**config.mk**
```make
export PLATFORM = sky130hd
export DESIGN_NAME = change_dispenser
export DESIGN_NICKNAME = d
export VERILOG_FILES = /design/src/rtl/change_dispenser.sv
export SDC_FILE = /design/constraint.sdc
export NUM_CORES = 1
export LEC_CHECK = 0
export ABC_AREA = 1
export BUFFER_PORTS_ARGS = -buffer_cell sky130_fd_sc_hd__buf_2
export CORE_MARGIN = 2
export CORE_UTILIZATION = 31
export DETAILED_ROUTE_END_ITERATION = 8
export PLACE_DENSITY = 0.58
export RECOVER_POWER = 50
export SKIP_LAST_GASP = 1
export SLEW_MARGIN = 5
export SYNTH_ARGS = -nofsm -noshare
export SYNTH_HDL_FRONTEND = slang
export SYNTH_SLANG_ARGS = --single-unit
```
**constraint.sdc**
```tcl
create_clock -name clk -period 2.9 [get_ports clk]
set_clock_uncertainty 0.05 [all_clocks]
set_input_delay 0.58 -clock clk [delete_from_list [all_inputs] [get_ports clk]]
set_output_delay 0.58 -clock clk [all_outputs]
set_load 0.05 [all_outputs]
```
**src/rtl/change_dispenser.sv**
```systemverilog
// change_dispenser: pays a change amount as a greedy, largest-first sequence of four denominations over valid/ack.
// Define CHANGE_INVENTORY_EN to add per-denomination stock counters with stock0..stock3 and low_stock outputs.
module change_dispenser #(
    parameter int unsigned DENOM3 = 20,
    parameter int unsigned DENOM2 = 10,
    parameter int unsigned DENOM1 = 5,
    parameter int unsigned DENOM0 = 1
`ifdef CHANGE_INVENTORY_EN
    ,
    parameter int unsigned INIT_STOCK = 16
`endif
) (
    input  logic        clk,
    input  logic        rst_n,
    input  logic        start,
    input  logic [31:0] change_in,
    input  logic        coin_ack,
    output logic        coin_valid,
    output logic [1:0]  coin_type,
    output logic        busy,
    output logic        done,
    output logic        err,
    output logic [31:0] remaining,
    output logic [31:0] paid_total
`ifdef CHANGE_INVENTORY_EN
    ,
    output logic [15:0] stock0,
    output logic [15:0] stock1,
    output logic [15:0] stock2,
    output logic [15:0] stock3,
    output logic        low_stock
`endif
);
    typedef enum logic [2:0] {IDLE, SELECT, ISSUE, DONE, ERR} state_t;
    state_t state, state_nx;
    logic [3:0] fit;
    logic [1:0] pick;
    logic [31:0] den;
    logic ack;
    assign ack = state == ISSUE && coin_ack;
    assign den = coin_type == 2'd3 ? DENOM3 : coin_type == 2'd2 ? DENOM2 : coin_type == 2'd1 ? DENOM1 : DENOM0;
`ifdef CHANGE_INVENTORY_EN
    logic [15:0] stock [4];
    always_ff @(posedge clk or negedge rst_n)
        if (!rst_n) stock <= '{default: 16'(INIT_STOCK)};
        else if (ack) stock[coin_type] <= stock[coin_type] - 16'd1;
    assign {stock3, stock2, stock1, stock0} = {stock[3], stock[2], stock[1], stock[0]};
    assign low_stock = stock[0] < 16'd2 || stock[1] < 16'd2 || stock[2] < 16'd2 || stock[3] < 16'd2;
`endif
    // A denomination fits when it does not overshoot what is owed (and, with inventory, is in stock)
    always_comb begin
        fit = {remaining >= DENOM3, remaining >= DENOM2, remaining >= DENOM1, remaining >= DENOM0};
`ifdef CHANGE_INVENTORY_EN
        fit = fit & {stock[3] != 16'd0, stock[2] != 16'd0, stock[1] != 16'd0, stock[0] != 16'd0};
`endif
        pick = fit[3] ? 2'd3 : fit[2] ? 2'd2 : fit[1] ? 2'd1 : 2'd0;
    end
    always_ff @(posedge clk or negedge rst_n)
        if (!rst_n) state <= IDLE;
        else state <= state_nx;
    always_comb begin
        state_nx = state;
        case (state)
            IDLE:    if (start) state_nx = change_in[31] ? ERR : SELECT;
            SELECT:  state_nx = remaining == '0 ? DONE : |fit ? ISSUE : ERR;
            ISSUE:   if (coin_ack) state_nx = SELECT;
            default: state_nx = IDLE;
        endcase
    end
    always_comb begin
        coin_valid = state == ISSUE;
        busy = state != IDLE;
        done = state == DONE;
        err = state == ERR;
    end
    always_ff @(posedge clk or negedge rst_n)
        if (!rst_n) begin
            remaining <= '0;
            paid_total <= '0;
            coin_type <= '0;
        end else if (state == IDLE && start) begin
            remaining <= change_in[31] ? '0 : change_in;
            paid_total <= '0;
        end else if (state == SELECT && remaining != '0 && |fit) begin
            coin_type <= pick;
        end else if (ack) begin
            remaining <= remaining - den;
            paid_total <= paid_total + den;
        end
endmodule

```
==> key figures, run 1 <==
Route
  – Metal3 WL: 870 um
  – WL met1: 7696 um
  – Top sig layer: met4
  – # DRC: 0
  – DR WL met2: 7372 um
  – DRT Pass-1 Iters: 5
  – Final ANT Viol Nets: 0
  – Vias per inst: 4.803
  – DRT iter0 DRCs: 371
  – Via Count: 5523
  – Post-Route WL: 16300 um
  – WL/cell: 14.17 um

Logic synthesis
  – Post-synth top flop: dfrtp_1
  – Largest family of logic cells by synthesized area: simple AND/OR/NAND/NOR gates
  – Post-Syn Nets: 871
  – EDFF count, synth: 0
  – Multiplexer share of the synthesized area: 0%
  – Post-synth ARST share: 100.0%
  – Synth unique cells: 39
  – Simple-gate share of the synthesized area: 41.48%
  – Syn Area/Cell: 6.279 sq um
  – Cells after Synth: 823
  – Yosys warnings: 0
  – Complex-gate fraction of the synthesized area: 11.19%
  – Syn Std Cell Area: 5167 sq um
  – Seq/Total Area, Yosys: 33.41%
  – Register bit total from synthesis: 69
  – Adder-Cell Fraction of Synth Area: 3.196%
  – XOR/XNOR Fraction of Synth Area: 0.3390%

Setup path
  – R2r startpoint: state[0]
  – Startpoint Class: register
  – Worst Setup End Kind: register
  – Reg2reg path depth: 8
  – RR Endpoint: paid_total[10]
  – Worst EP required: 3.08 ns
  – CP Max Fanout: 32
  – Setup crit start: state[0]
  – CP endpoint: paid_total[10]
  – Kind of critical path: register to register
  – CP arrival: 2.59 ns
  – R2r setup slk: 0.48 ns

STA
  – RSZ-0062 raised after global routing: no
  – Final slew viol count: 0
  – TNS Setup: 0 ns
  – Hold Vio Cnt, Final: 0
  – Min Hold Slack: 0.2184 ns
  – Max Fclk: 414.0 MHz
  – Period Utilization, post-route: 83.29%
  – Setup WS post-layout: 0.4847 ns
  – Worst Tran Pin Value: 1.493 ns
  – Post-layout minimum cycle time: 2.415 ns
  – Max_slew headroom: 0.4847%
  – # setup viols final: 0

Clock tree
  – Clock Sink Count: 69
  – Clock slew at reported path FFs: 0.06 ns
  – Clock root buffer: clkbuf_16
  – Clock buffer depth: 2
  – Worst-skew pair later-pin latency: 0.35 ns
  – Hold buffers post-CTS: 0
  – CTS tree: done
  – CTS Buf Count: 9
  – Htree depth: 3

Floorplan
  – Std-Cell Rows: 47
  – CORE AREA: 16470 sq um
  – Io pins: 106
  – Die W: 133.1 um
  – Die Area: 17720 sq um
  – Starting Density: 31.38%
  – Height of the die: 133.1 um

Power and ir drop
  – Clock Power Share: 18.1%
  – Pwr dens: 1121 nW/um^2
  – Sw Ratio: 55.48%
  – Internal power: 3081 uW
  – Flop pwr share: 24.1%
  – Static leakage: 0.003096 uW
  – Share of total power in combinational logic: 57.8%
  – P_sw: 3839 uW
  – Worst vdd ir: 0.0004997 V

GRT
  – Largest net degree at the start of global routing: 57
  – Global-route wire length before repair: 26770 um
  – Initial antenna violation count: 0
  – Global route total overflow: 0
  – GRT Total Usage: 19.06%
  – Vias in the first global route: 5155

Hold path
  – HP Class: primary input to asynchronous set/reset pin

Final layout
  – Antenna Cells: 0
  – Fin util: 37.48%
  – Area grow syn2layout: 19.42%
  – Final Net Count: 973
  – Non-filler cells, final: 1150
  – Share of cells above drive strength 1: 11.51%

Placed design
  – Placed insts: 1134
  – Global placer's final weighted congestion: 0.9101
  – Post-DP HPWL: 12460 um
  – Pre-CTS setup slack: 0.3596 ns
  – PortBufs: 105

Status
  – Status: finished with violations
  – Violated checks: max-capacitance violations

Flow run
  – Max-cap violations: 1
## registers in the layout, indices dropped and copies added (netlist names)
signal / cells
coin_type: 2
paid_total: 32
remaining: 32
state: 3
## Yosys cell counts, types with 4 or more instances
library cell	n	area [sq um]
a31oi_1	4	25.02
dfrtp_1	69	1727
nand4_1	17	106.4
o21ai_0	50	250.2
nand3b_1	4	30.03
nand3_1	82	410.4
nor3_1	9	45.04
buf_2	9	45.04
o21ai_1	4	20.02
nor2_1	144	540.5
inv_1	108	405.4
o21bai_1	7	52.55
ha_1	10	125.1
a21oi_1	31	155.2
clkbuf_1	8	30.03
nand2_1	231	867.1
## placed cells by master (no fill, tap or decap), types with 3 or more instances in the layout
cell and instances:
buf_2 71, buf_4 6, nand2_4 3, nor2_1 143, dfrtp_1 69, nor3_1 10, clkbuf_1 35, a21oi_1 31
o21bai_1 7, o31ai_1 3, ha_1 10, inv_1 108, nand3_1 82, o21ai_0 50, nand2_1 231, nand4_1 17
nand3b_1 4, a31oi_1 4, o21ai_1 4, clkbuf_16 9
## kinds of logic after synthesis
logic type / after synthesis
AO/OA/AOI/OAI: 106
XOR/XNOR: 2
adder cells (fa/ha/maj): 12
buffers and inverters: 131
flip-flops: 69
AND/OR/NAND/NOR: 503
## area by class of cell
cell class / instances / area, sq um
multi-input combinational: 623 / 2895
sequential: 69 / 1727
clock buffer: 12 / 256.5
inverter: 109 / 409.1
timing repair buffer: 113 / 538.0
fill: 1820 / 10290
clock inverter: 4 / 70.07
tap: 220 / 275.3
## routing by layer
metal	global-route usage, %	up-vias
li1	-	2832
met2	30.74	159
met5	0	-
met3	3.729	22
met1	25.60	2510
met4	6.797	0
## worst min path at each step
stage	start	to	slack [ns]
finish	rst_n	remaining[3]	0.22
global route	rst_n	remaining[3]	0.29
CTS	rst_n	remaining[3]	0.08
detailed placement	rst_n	state[1]	0.46
global placement	rst_n	state[1]	0.46
floorplan	rst_n	coin_type[0]	0.23
## worst max-delay path: stages, from the launching register on
cell	delay [ns]
dfrtp_1	0.41
nor3_1	0.52
nand2_4	0.20
nand2_4	0.38
inv_1	0.21
a21oi_2	0.22
nand2_1	0.09
o21ai_0	0.14
nor2_1	0.06
## power groups by stage
stage          sequential, uW  combinational [uW]  clock (uW)
2_1_floorplan            2450                2230           0
4_1_cts                  1660                4050        1280
6_report                 1670                4000        1250
3_5_place_dp             1680                4050           0
5_1_grt                  1720                4470        1320
3_3_place_gp             1680                4030           0
## repair_timing
item,4_1_cts,5_1_grt
buffers inserted,0,0
resized for setup,0,1
endpoints found under the setup margin,0,1
## stage by stage
stage          total power, uW  cell area [sq um]
3_5_place_dp              5723               5913
3_3_place_gp              5704               5913
6_report                  6919               6171
2_1_floorplan             4681               5167
4_1_cts                   6992               6240
5_1_grt                   7500               6171
Note: power is estimated with default switching activity, not from simulation.
==> run 2, diff against run 1 <==
clock period = 2.4 ns   (was 2.9 ns; I/O delays follow)
==> key figures, run 2 (same netlist as run 1, synthesis figures left out) <==
Status
  – Status: finished with violations
  – Violated checks: max-capacitance violations, max-slew violations

Power and ir drop
  – Static leakage: 0.003175 uW
  – Design Power: 8752 uW
  – Pwr dens: 1379 nW/um^2
  – Worst vdd ir: 0.0007436 V

GRT
  – Routing usage on met3: 4.528%
  – Largest net degree at the start of global routing: 70
  – Gr busiest metal: met2
  – Met1 usage: 26.06%
  – Grt met2 use: 32.01%
  – Initial antenna violation count: 0
  – Global route total overflow: 0
  – Vias in the first global route: 5278
  – GRT Total Usage: 19.45%
  – Global-route wire length before repair: 27520 um

Setup path
  – Worst EP required: 2.57 ns
  – Crit-path leading delay family: simple AND/OR/NAND/NOR gates
  – Biggest cell delay along the critical path: 0.44 ns
  – Critical-path cell list: inv_1, nor2_2, buf_4, fa_1, inv_1, nand2_1, nand2_1, nand3_4, nand2_4, nor2_4, inv_1, nor2_1, o21ai_0, o21ai_0
  – Kind of critical path: register to register
  – CP Max Fanout: 5
  – Worst Setup End Kind: register
  – Top cell by count, worst path: inv_1
  – Slowest CP cell: fa_1
  – CP arrival: 2.38 ns
  – CP bufs+invs: 4
  – Startpoint Class: register

Clock tree
  – CTS Buf Count: 9
  – Post-CTS setup repair buffer count: 0
  – Hold buffers post-CTS: 0
  – Clock root buffer: clkbuf_16
  – Clock slew at reported path FFs: 0.06 ns
  – Clock buffer depth: 2
  – CTS tree: done
  – Post-CTS Resized: 0
  – Worst-skew pair later-pin latency: 0.34 ns
  – Clock Sink Count: 69
  – Htree depth: 3

STA
  – Max Fclk: 451.9 MHz
  – Worst Tran Pin Value: 1.830 ns
  – # setup viols final: 0
  – Period Utilization, post-route: 92.20%
  – RSZ-0062 raised after global routing: yes
  – Max_slew headroom: -21.99%
  – Hold Vio Cnt, Final: 0
  – Setup WS post-layout: 0.1871 ns
  – Post-layout minimum cycle time: 2.213 ns
  – Final slew viol count: 70

Floorplan
  – Std-Cell Rows: 47
  – Starting Density: 31.38%
  – Die W: 133.1 um
  – Die Area: 17720 sq um
  – Height of the die: 133.1 um
  – CORE AREA: 16470 sq um
  – Io pins: 106

Final layout
  – Top flop regs: paid_total (32), remaining (32), state (3)
  – Fin util: 38.55%
  – # fillers: 1838
  – Final Net Count: 983
  – Most frequent cells in the layout: 227 x nand2_1, 141 x nor2_1, 107 x inv_1
  – Share of cells above drive strength 1: 14.04%
  – Antenna Cells: 0
  – Commonest non-fill, non-tap cell in the layout: nand2_1
  – Area grow syn2layout: 22.83%

Flow run
  – Max-cap violations: 1

Route
  – DRT iter0 DRCs: 462
  – Vias per inst: 4.791
  – DRT Pass-1 Iters: 5
  – Via Count: 5558
  – Final ANT Viol Nets: 0
  – WL/cell: 14.40 um
  – Post-Route WL: 16700 um
  – # DRC: 0

Placed design
  – PortBufs: 105
  – Post-DP HPWL: 12620 um
  – Pre-CTS setup slack: 0.1481 ns
  – Global placer's final weighted congestion: 0.9525

Hold path
  – HP Class: primary input to register
## run 2: cell type report
class                      instances  area (sq um)  share of cell area, %
multi-input combinational        623          2954                  46.54
sequential                        69          1728                  27.22
timing repair buffer             123         655.6                  10.33
inverter                         109         409.1                  6.446
tap                              220         275.3                  4.337
clock buffer                      10         239.0                  3.765
clock inverter                     6         86.33                  1.360
## run 2: path summary, 6_finish.rpt
path                       slack [ns]  cells after the start          start             to
hold / removal                   0.35                      2       coin_ack       state[1]
max in group asynchronous        0.45                      2          rst_n   coin_type[1]
setup / recovery                 0.19                     14   coin_type[1]  remaining[16]
setup reg to reg                 0.19                     14   coin_type[1]  remaining[16]
hold reg to reg                  0.47                      2  paid_total[0]  paid_total[0]
min in group asynchronous        0.67                      2          rst_n   remaining[5]
## run 2: report_power, final
group | switching (uW) | internal (uW)
clock | 558 | 937
sequential | 515 | 1500
combinational | 3750 | 1490
## run 2: per-layer routing
| layer | up-vias | share of wire (%) |
|---|---|---|
| met1 | 2467 | 46 |
| met5 | - | 0 |
| met3 | 24 | 6.8 |
| li1 | 2856 | - |
| met2 | 211 | 46 |
| met4 | 0 | 1.6 |
## run 2: per-stage QoR
step	cells	TNS (ns)	hold WS (ns)	instance area [sq um]
global placement	1144	0	0.4592	6030
floorplan	823	0	0.1344	5171
global route	1160	-0.08059	0.3516	6347
CTS	1160	0	0.1325	6355
detailed placement	1144	0	0.4637	6030
finish	1160	0	0.3463	6347
==> run 3, diff against run 2 <==
CELL_PAD_IN_SITES_DETAIL_PLACEMENT = 0   (was unset)
CELL_PAD_IN_SITES_GLOBAL_PLACEMENT = 2   (was unset)
CORE_MARGIN = unset   (was 2)
CORE_UTILIZATION = 29   (was 31)
PLACE_DENSITY = 0.88   (was 0.58)
==> key figures, run 3 (same netlist as run 1, synthesis figures left out) <==
Status
  – Status: finished with violations
  – Violated checks: max-capacitance violations, max-slew violations

GRT
  – Global-route wire length before repair: 28790 um
  – Global route total overflow: 0
  – Vias in the first global route: 5394
  – Initial antenna violation count: 1
  – Largest net degree at the start of global routing: 61
  – GRT Total Usage: 20.61%

Power and ir drop
  – Design Power: 8887 uW
  – Flop pwr share: 22.8%
  – P_sw: 4891 uW
  – Worst vdd ir: 0.0006271 V
  – Static leakage: 0.003189 uW
  – Share of total power in combinational logic: 60.0%
  – Clock Power Share: 17.2%
  – Pwr dens: 1394 nW/um^2
  – Sw Ratio: 55.03%
  – Internal power: 3996 uW

Clock tree
  – CTS tree: done
  – Worst-skew pair later-pin latency: 0.35 ns
  – Clock slew at reported path FFs: 0.06 ns
  – Clock Sink Count: 69
  – Clock root buffer: clkbuf_16
  – CTS Buf Count: 9
  – Clock buffer depth: 2
  – Htree depth: 3
  – Hold buffers post-CTS: 0

Floorplan
  – Starting Density: 29.77%
  – CORE AREA: 17360 sq um
  – Io pins: 106
  – Die Area: 18360 sq um
  – Height of the die: 135.5 um
  – Die W: 135.5 um
  – Std-Cell Rows: 48

STA
  – Max_slew headroom: -23.52%
  – Max Fclk: 443.8 MHz
  – Period Utilization, post-route: 93.89%
  – Hold Vio Cnt, Final: 0
  – Worst Tran Pin Value: 1.853 ns
  – TNS Setup: 0 ns
  – # setup viols final: 0
  – Setup WS post-layout: 0.1466 ns
  – Final slew viol count: 31
  – Post-layout minimum cycle time: 2.253 ns
  – Min Hold Slack: 0.3577 ns
  – RSZ-0062 raised after global routing: yes

Route
  – Post-Route WL: 18180 um
  – DRT iter0 DRCs: 328
  – WL/cell: 15.50 um
  – Via Count: 5601
  – DRT Pass-1 Iters: 6
  – Final ANT Viol Nets: 0
  – # DRC: 0
  – Vias per inst: 4.775

Setup path
  – Kind of critical path: register to register
  – R2r setup slk: 0.15 ns
  – Startpoint Class: register
  – Biggest cell delay along the critical path: 0.44 ns
  – Reg2reg path depth: 13
  – CP arrival: 2.49 ns
  – Worst Setup End Kind: register
  – R2r startpoint: coin_type[0]
  – Crit-path leading delay family: simple AND/OR/NAND/NOR gates
  – CP bufs+invs: 3
  – Worst EP required: 2.64 ns
  – CP Max Fanout: 6
  – Top cell by count, worst path: nand2_1
  – Slowest CP cell: dfrtp_1
  – Critical-path cell list: nor2_2, inv_1, ha_1, nand2_1, inv_1, nand2_1, nand3_1, nor2_1, buf_4, nand2_1, o21ai_0, nand2_1, nand2_1
  – RR Endpoint: remaining[21]

Placed design
  – PortBufs: 105
  – Placed insts: 1154
  – Global placer's final weighted congestion: 0.9294
  – Pre-CTS setup slack: 0.06650 ns
  – Post-DP HPWL: 13860 um

Final layout
  – Share of cells above drive strength 1: 14.47%
  – Commonest non-fill, non-tap cell in the layout: nand2_1
  – Most frequent cells in the layout: 227 x nand2_1, 142 x nor2_1, 107 x inv_1
  – Final Net Count: 990
  – Area grow syn2layout: 23.41%
  – Non-filler cells, final: 1173
  – Top flop regs: paid_total (32), remaining (32), state (3)

Hold path
  – Hold Crit Depth: 2
  – Worst hold endpoint: state[1]
  – Hold wc startpoint: coin_ack
  – HP Class: primary input to register

Flow run
  – Max-cap violations: 1
## run 3: what timing repair did
item	CTS	global route
buffers inserted	0	2
resized for setup	0	15
setup endpoints to repair	0	25
## run 3: worst register-to-register path: cells and delay by family, from the launching register on
kind | cells | cell delay [ns]
simple gates | 8 | 0.90
flops | 1 | 0.44
buf+inv | 3 | 0.34
fa+ha+maj | 1 | 0.30
compound gates | 1 | 0.16
## run 3: stage by stage
stage,cell area (sq um),util [%]
after detailed placement,6063,34.93
after CTS,6390,36.82
after floorplan,5171,-
after global routing,6375,36.73
after global placement,6063,34.93
final,6377,36.74
## run 3: final cells by class
cell class | count | area (sq um)
inverter | 109 | 409.1
clock buffer | 12 | 256.5
fill | 1956 | 10980
antenna | 1 | 2.502
clock inverter | 4 | 70.07
tap | 225 | 281.5
multi-input combinational | 623 | 2935
timing repair buffer | 130 | 694.4
sequential | 69 | 1728
## run 3: worst max path at each step
stage | end | startpoint | cells past startpoint | slack [ns]
global route | remaining[21] | coin_type[0] | 12 | -0.02
finish | remaining[21] | coin_type[0] | 13 | 0.15
floorplan | remaining[21] | coin_type[0] | 11 | 0.07
CTS | remaining[8] | coin_type[1] | 13 | 0.05
global placement | remaining[10] | coin_type[1] | 13 | 0.16
detailed placement | remaining[8] | coin_type[1] | 13 | 0.07
## run 3: power groups by stage
stage	combinational, uW	sequential, uW	clock (uW)
final	5330	2030	1530
after global routing	5890	2090	1600
after CTS	5330	2020	1560
after detailed placement	5310	2040	0
after global placement	5320	2050	0
after floorplan	2700	2960	0
## run 3: layer usage
layer,vias to the layer above,track usage [%],routed length [um]
li1,2868,-,-
met1,2566,26.90,8341
met2,151,34.93,8731
met3,16,3.591,832
met4,0,5.431,273
met5,-,0,0
